`src/rtl/mem_cycle_pkg.sv`:
```
// rtl/mem_cycle_pkg.sv - shared types and defaults for the SRAM cycle arbiter
// Purpose: FSM state encoding, read/write grant type and parameter defaults.
// Ports: none (package).
package mem_cycle_pkg;

  localparam int WAIT_CYCLES_DEF = 2;
  localparam int BURST_W_DEF     = 4;

  typedef enum logic [2:0] {
    ST_IDLE,
    ST_LATCH,
    ST_ACCESS,
    ST_NEXT,
    ST_DONE
  } state_t;

  typedef enum logic {
    GNT_READ  = 1'b0,
    GNT_WRITE = 1'b1
  } gnt_t;

endpackage

```
`src/rtl/mem_cycle_arbiter_if.sv`:
```
// rtl/mem_cycle_arbiter_if.sv - request/strobe bundle between requester and arbiter
// Purpose: groups the request inputs and SRAM strobe / status outputs.
// Ports (master drives): read, write, burst_len.
// Ports (slave drives):  latch, count, not_ce, not_oe, not_we, reading, writing, busy, done.
interface mem_cycle_arbiter_if
  import mem_cycle_pkg::*;
#(
  parameter int BURST_W = BURST_W_DEF
);

  logic               read;
  logic               write;
  logic [BURST_W-1:0] burst_len;
  logic               latch;
  logic               count;
  logic               not_ce;
  logic               not_oe;
  logic               not_we;
  logic               reading;
  logic               writing;
  logic               busy;
  logic               done;

  modport master (
    output read, write, burst_len,
    input  latch, count, not_ce, not_oe, not_we, reading, writing, busy, done
  );

  modport slave (
    input  read, write, burst_len,
    output latch, count, not_ce, not_oe, not_we, reading, writing, busy, done
  );

endinterface

```
`src/rtl/mem_cycle_arbiter_burst_counter.sv`:
```
// rtl/mem_cycle_arbiter_burst_counter.sv - loadable down-counter with zero flag
// Purpose: holds a wait or remaining-word count; load wins over decrement,
//          decrement saturates at zero.
// Ports: clk, reset (async, active high), load, load_val, dec -> zero.
module burst_counter #(
  parameter int W = 4
) (
  input  logic         clk,
  input  logic         reset,
  input  logic         load,
  input  logic [W-1:0] load_val,
  input  logic         dec,
  output logic         zero
);

  logic [W-1:0] value_q;
  logic [W-1:0] value_d;

  always_comb begin
    value_d = value_q;
    if (load) begin
      value_d = load_val;
    end else if (dec && (value_q != '0)) begin
      value_d = value_q - 1'b1;
    end
  end

  always_ff @(posedge clk or posedge reset) begin
    if (reset) begin
      value_q <= '0;
    end else begin
      value_q <= value_d;
    end
  end

  assign zero = (value_q == '0);

endmodule

```
`src/rtl/mem_cycle_arbiter.sv`:
```
// rtl/mem_cycle_arbiter.sv - read/write arbiter and SRAM burst cycle sequencer
// Purpose: grants one read or write burst at a time (alternating on ties) and
//          sequences LATCH -> (ACCESS -> NEXT) x words -> DONE with registered strobes.
// Ports: clk, reset (async, active high), bus (slave modport of mem_cycle_arbiter_if).
module mem_cycle_arbiter
  import mem_cycle_pkg::*;
#(
  parameter int WAIT_CYCLES = WAIT_CYCLES_DEF,
  parameter int BURST_W     = BURST_W_DEF
) (
  input  logic                   clk,
  input  logic                   reset,
  mem_cycle_arbiter_if.slave     bus
);

  // ACCESS lasts WAIT_CYCLES clocks: the counter is loaded with WAIT_CYCLES-1
  // on entry and ACCESS exits on the cycle it reads zero.
  localparam logic [3:0] WAIT_LOAD = 4'(WAIT_CYCLES - 1);

  state_t state_q, state_d;
  gnt_t   last_q, last_d;
  gnt_t   cur_q, cur_d;
  gnt_t   gnt;

  logic rem_load, rem_dec, rem_zero;
  logic wait_load, wait_dec, wait_zero;

  logic latch_q, latch_d;
  logic count_q, count_d;
  logic done_q, done_d;
  logic busy_q, busy_d;
  logic reading_q, reading_d;
  logic writing_q, writing_d;
  logic not_ce_q, not_ce_d;
  logic not_oe_q, not_oe_d;
  logic not_we_q, not_we_d;

  burst_counter #(.W(BURST_W)) u_rem_cnt (
    .clk      (clk),
    .reset    (reset),
    .load     (rem_load),
    .load_val (bus.burst_len),
    .dec      (rem_dec),
    .zero     (rem_zero)
  );

  burst_counter #(.W(4)) u_wait_cnt (
    .clk      (clk),
    .reset    (reset),
    .load     (wait_load),
    .load_val (WAIT_LOAD),
    .dec      (wait_dec),
    .zero     (wait_zero)
  );

  // Next-state, grant and counter control.
  always_comb begin
    state_d   = state_q;
    last_d    = last_q;
    cur_d     = cur_q;
    gnt       = GNT_READ;
    rem_load  = 1'b0;
    rem_dec   = 1'b0;
    wait_load = 1'b0;
    wait_dec  = 1'b0;

    case (state_q)
      ST_IDLE: begin
        if (bus.read || bus.write) begin
          if (bus.read && bus.write) begin
            gnt = (last_q == GNT_WRITE) ? GNT_READ : GNT_WRITE;
          end else begin
            gnt = bus.read ? GNT_READ : GNT_WRITE;
          end
          cur_d    = gnt;
          last_d   = gnt;
          // burst_len is captured at the grant edge so later changes are ignored.
          rem_load = 1'b1;
          state_d  = ST_LATCH;
        end
      end
      ST_LATCH: begin
        wait_load = 1'b1;
        state_d   = ST_ACCESS;
      end
      ST_ACCESS: begin
        if (wait_zero) begin
          state_d = ST_NEXT;
        end else begin
          wait_dec = 1'b1;
        end
      end
      ST_NEXT: begin
        if (rem_zero) begin
          state_d = ST_DONE;
        end else begin
          rem_dec   = 1'b1;
          wait_load = 1'b1;
          state_d   = ST_ACCESS;
        end
      end
      ST_DONE: begin
        state_d = ST_IDLE;
      end
      default: begin
        state_d = ST_IDLE;
      end
    endcase
  end

  // Outputs are decoded from the next state and registered, so each strobe
  // changes exactly on the edge that enters its state.
  always_comb begin
    latch_d   = (state_d == ST_LATCH);
    count_d   = (state_d == ST_NEXT);
    done_d    = (state_d == ST_DONE);
    busy_d    = (state_d != ST_IDLE);
    reading_d = busy_d && (cur_d == GNT_READ);
    writing_d = busy_d && (cur_d == GNT_WRITE);
    not_ce_d  = !((state_d == ST_LATCH) || (state_d == ST_ACCESS) || (state_d == ST_NEXT));
    not_oe_d  = !((state_d == ST_ACCESS) && (cur_d == GNT_READ));
    not_we_d  = !((state_d == ST_ACCESS) && (cur_d == GNT_WRITE));
  end

  always_ff @(posedge clk or posedge reset) begin
    if (reset) begin
      state_q   <= ST_IDLE;
      last_q    <= GNT_WRITE;
      cur_q     <= GNT_READ;
      latch_q   <= 1'b0;
      count_q   <= 1'b0;
      done_q    <= 1'b0;
      busy_q    <= 1'b0;
      reading_q <= 1'b0;
      writing_q <= 1'b0;
      not_ce_q  <= 1'b1;
      not_oe_q  <= 1'b1;
      not_we_q  <= 1'b1;
    end else begin
      state_q   <= state_d;
      last_q    <= last_d;
      cur_q     <= cur_d;
      latch_q   <= latch_d;
      count_q   <= count_d;
      done_q    <= done_d;
      busy_q    <= busy_d;
      reading_q <= reading_d;
      writing_q <= writing_d;
      not_ce_q  <= not_ce_d;
      not_oe_q  <= not_oe_d;
      not_we_q  <= not_we_d;
    end
  end

  assign bus.latch   = latch_q;
  assign bus.count   = count_q;
  assign bus.done    = done_q;
  assign bus.busy    = busy_q;
  assign bus.reading = reading_q;
  assign bus.writing = writing_q;
  assign bus.not_ce  = not_ce_q;
  assign bus.not_oe  = not_oe_q;
  assign bus.not_we  = not_we_q;

endmodule

```
`src/flat_wrapper.sv`:
```
// flat-port wrapper written by rule: the top's interface ports become plain ports
module mem_cycle_arbiter_flat import mem_cycle_pkg::*;
#(
  parameter int WAIT_CYCLES = WAIT_CYCLES_DEF,
  parameter int BURST_W     = BURST_W_DEF
)
  (clk, reset, bus_read, bus_write, bus_burst_len, bus_latch, bus_count, bus_not_ce, bus_not_oe, bus_not_we, bus_reading, bus_writing, bus_busy, bus_done);
  mem_cycle_arbiter_if #(.BURST_W(BURST_W)) bus_i ();
  input  logic clk;
  input  logic reset;
  input wire logic [$bits(bus_i.read)-1:0] bus_read;
  input wire logic [$bits(bus_i.write)-1:0] bus_write;
  input wire logic [$bits(bus_i.burst_len)-1:0] bus_burst_len;
  output wire logic [$bits(bus_i.latch)-1:0] bus_latch;
  output wire logic [$bits(bus_i.count)-1:0] bus_count;
  output wire logic [$bits(bus_i.not_ce)-1:0] bus_not_ce;
  output wire logic [$bits(bus_i.not_oe)-1:0] bus_not_oe;
  output wire logic [$bits(bus_i.not_we)-1:0] bus_not_we;
  output wire logic [$bits(bus_i.reading)-1:0] bus_reading;
  output wire logic [$bits(bus_i.writing)-1:0] bus_writing;
  output wire logic [$bits(bus_i.busy)-1:0] bus_busy;
  output wire logic [$bits(bus_i.done)-1:0] bus_done;
  assign bus_i.read = bus_read;
  assign bus_i.write = bus_write;
  assign bus_i.burst_len = bus_burst_len;
  assign bus_latch = bus_i.latch;
  assign bus_count = bus_i.count;
  assign bus_not_ce = bus_i.not_ce;
  assign bus_not_oe = bus_i.not_oe;
  assign bus_not_we = bus_i.not_we;
  assign bus_reading = bus_i.reading;
  assign bus_writing = bus_i.writing;
  assign bus_busy = bus_i.busy;
  assign bus_done = bus_i.done;
  mem_cycle_arbiter #(.WAIT_CYCLES(WAIT_CYCLES), .BURST_W(BURST_W)) u_core (.clk(clk), .reset(reset), .bus(bus_i));
endmodule
```
`config.mk`:
```
export PLATFORM = sky130hd
export DESIGN_NAME = mem_cycle_arbiter_flat
export DESIGN_NICKNAME = d
export VERILOG_FILES = /design/src/rtl/mem_cycle_pkg.sv /design/src/rtl/mem_cycle_arbiter_if.sv /design/src/rtl/mem_cycle_arbiter_burst_counter.sv /design/src/rtl/mem_cycle_arbiter.sv /design/src/flat_wrapper.sv
export SDC_FILE = /design/constraint.sdc
export NUM_CORES = 1
export LEC_CHECK = 0
export CAP_MARGIN = 5
export CELL_PAD_IN_SITES_DETAIL_PLACEMENT = 0
export CELL_PAD_IN_SITES_GLOBAL_PLACEMENT = 1
export CORE_ASPECT_RATIO = 1.4
export CORE_MARGIN = 2
export CORE_UTILIZATION = 43
export CTS_BUF_LIST = sky130_fd_sc_hd__clkbuf_8
export DETAILED_ROUTE_END_ITERATION = 8
export GPL_ROUTABILITY_DRIVEN = 1
export PLACE_DENSITY_LB_ADDON = 0.1
export SKIP_CTS_REPAIR_TIMING = 1
export SLEW_MARGIN = 20
export SYNTH_ARGS = -nofsm -noshare
export SYNTH_HDL_FRONTEND = slang
export SYNTH_HIERARCHICAL = 1
export SYNTH_SLANG_ARGS = --single-unit
```
`constraint.sdc`:
```
create_clock -name clk -period 3.1 [get_ports clk]
set_input_delay 0.62 -clock clk [delete_from_list [all_inputs] [get_ports clk]]
set_output_delay 0.62 -clock clk [all_outputs]
set_load 0.05 [all_outputs]
```
==> impl_metrics.yaml <==
global_route:
  busiest_layer: "met2"
  first_global_vias: 793
  grt_max_degree: 15
  use_met1: 0.2007
  grt_pass1_wl_um: 3401
  globalRouteMet2Util: 0.2399
  antenna_found_initial: 0
  grt_usage: 0.1511
  grtUsageMet3: 0.01671
  gr-total-overflow: 0
clocking:
  clockBufferDepth: 2
  tritoncts: "done"
  clkSlewWorstSetupHoldPaths_ns: 0.08
  clock-sinks: 22
  clkLatencyLatePin_ns: 0.26
  cts_root_buffer: "clkbuf_8"
  htreeDepth: 1
  cts_buffers: 3
floorplan:
  die_w_um: 47.35
  num_io_pins: 17
  die_h_um: 64.69
  core_sq_mm: 0.002560
  rows: 22
  initial_utilization: 0.4418
  die_area_sq_mm: 0.003063
synth:
  synth_edf_count: 0
  yosysMostFrequentCell: "dfrtp_1"
  synth_cell_types: 32
  ys_ff_latch: 22
  yosysWarningCount: 6
  synth_commonest_cells: "dfrtp_1, nand2_1, a21oi_1, inv_1, nor3_1"
  synth_cells: 109
  synth_area_leaders: "dfrtp_1, dfstp_2, a21oi_1, nand2_1, inv_1"
  yosysTopAreaCell: "dfrtp_1"
  ys_seq_area_frac: 0.4912
  synthArstFlopShare: 1.000
  synth_top_area_share: 0.3982
  ys.flop_type: "dfrtp_1"
  avgSynthCellArea_sq_um: 10.38
  netlist_area_sq_mm: 0.001131
power_and_ir_drop:
  finalPower_mw: 1.392
  peakVddDrop_mv: 0.5365
  pwr_density_cell_mw_per_mm2: 1027
  pwr-share-clk: 0.145
  leakagePower_nw: 0.5867
  internal-power_mw: 0.8262
  switching_share: 0.4063
  p_sw_mw: 0.5655
  p_seq_frac: 0.366
  pwr-share-comb: 0.489
cells_and_area:
  nFillCells: 256
  seq_area_sq_um: 555.5
  area_delta_synth_final_pct: 19.80
  nNetsFinal: 137
  diodes: 0
  final_util: 0.5293
  drive_above_1_share: 0.1508
  reg_top3: "u_core/u_rem_cnt/value_q x4, u_core/u_wait_cnt/value_q x4, u_core/state_q x3"
  multi_input_area_sq_um: 501.7
  final_cells: 162
drt:
  dr.pass1.iters: 4
  via_per_inst: 4.963
  wl_per_cell_um: 11.69
  wl_um: 1893
  drt_iter0_drc: 14
  vias: 804
  postRouteAntennaNets: 0
  drc_errors: 0
sta:
  tightest_slew_ns: 0.6985
  rsz0062_at_grt: "no"
  setup_viol: 0
  finClkSkew_ns: 0.001694
  maxSlewViolCount: 0
  finalCritPeriodShare: 0.8096
  hold_violations: 0
  finalSetupTns_ns: 0
  max_freq_ghz: 0.3985
  max_slew_margin: 0.5333
  layout_setup_ws_ns: 0.5904
  post-route-min-period_ns: 2.510
setup_path:
  path_class: "flop to flop"
  worstPathMaxFanout: 7
  crit_start: "u_core/u_wait_cnt/value_q[0]"
  startpoint_type: "flop"
  r2r_slack_ns: 0.59
  crit_path_end_kind: "flop"
  cp.arrival_ns: 2.66
  required_ns: 3.25
  r2r-start: "u_core/u_wait_cnt/value_q[0]"
flow_run:
  drv_cap: 0
worst_hold_path:
  hp-class: "flop to flop"
  hp-start: "u_core/last_q"
run_status:
  status: "finished clean"
placement:
  dp.cells: 158
  place.port_buffers: 16
  pre_cts_ws_ns: 0.5851
  place_congestion: 0.7126
  hpwlAfterDp_um: 1432
## layout make-up
class | count | area share
clock buffer | 4 | 0.04063
tap | 36 | 0.03324
timing repair buffer | 16 | 0.1182
inverter | 10 | 0.02770
multi-input combinational | 74 | 0.3703
sequential | 22 | 0.4100
## routing by layer
metal,vias up,share of wire
li1,414,-
met1,374,0.44
met2,12,0.51
met3,4,0.027
met4,0,0.016
met5,-,0
## cell usage in the layout (no fill, tap or decap), types with 4 or more instances in the layout
| cell type | instances |
|---|---|
| clkbuf_8 | 4 |
| o21ai_1 | 4 |
| inv_1 | 9 |
| a21oi_1 | 9 |
| conb_1 | 4 |
| nand2b_1 | 4 |
| dfrtp_1 | 18 |
| nand2_1 | 11 |
| nor3b_1 | 4 |
| dfstp_2 | 4 |
| clkdlybuf4s50_1 | 16 |
| nor3_1 | 6 |
## power groups by stage
stage / clock network (mW) / logic, mW / registers (mW)
2_1_floorplan: 0 / 0.419 / 0.632
3_3_place_gp: 0 / 0.673 / 0.513
3_5_place_dp: 0 / 0.686 / 0.517
4_1_cts: 0.210 / 0.689 / 0.511
5_1_grt: 0.228 / 0.762 / 0.528
6_report: 0.202 / 0.681 / 0.509
## worst max-delay path, cell delays in order (launching register included)
cell and delay, ns:
dfrtp_1 0.36, inv_1 0.07, ha_1 0.23, or3b_4 0.26, inv_1 0.06, nor2b_1 0.13, nor3b_1 0.58, nor4b_2 0.35
nor3b_1 0.08, a221o_1 0.27
## through the flow
step	hold WS [ns]	cell area, sq um
final	0.5340	1355
after global routing	0.5657	1355
after CTS	0.5323	1355
after detailed placement	0.5203	1300
after global placement	0.5175	1300
after floorplan	0.3861	1139
## path summary, 6_finish.rpt
check / end / cells after the start
setup / recovery: u_core/u_wait_cnt/value_q[3] / 9
hold / removal: u_core/last_q / 2
setup reg to reg: u_core/u_wait_cnt/value_q[3] / 9
hold reg to reg: u_core/last_q / 2
max in group asynchronous: u_core/bus.not_oe / 2
min in group asynchronous: u_core/u_rem_cnt/value_q[0] / 2
## cells by family (layout without fill, tap and decap cells)
kind of cell / after synthesis / count (layout) / share of synthesized area
other: 2 / 4 / 0.006640
buffers and inverters: 15 / 30 / 0.07190
AO/OA/AOI/OAI: 26 / 26 / 0.1604
flip-flops: 22 / 22 / 0.4911
AND/OR/NAND/NOR: 42 / 42 / 0.2478
adder cells (fa/ha/maj): 2 / 2 / 0.02212
Note: power is estimated with default switching activity, not from simulation.
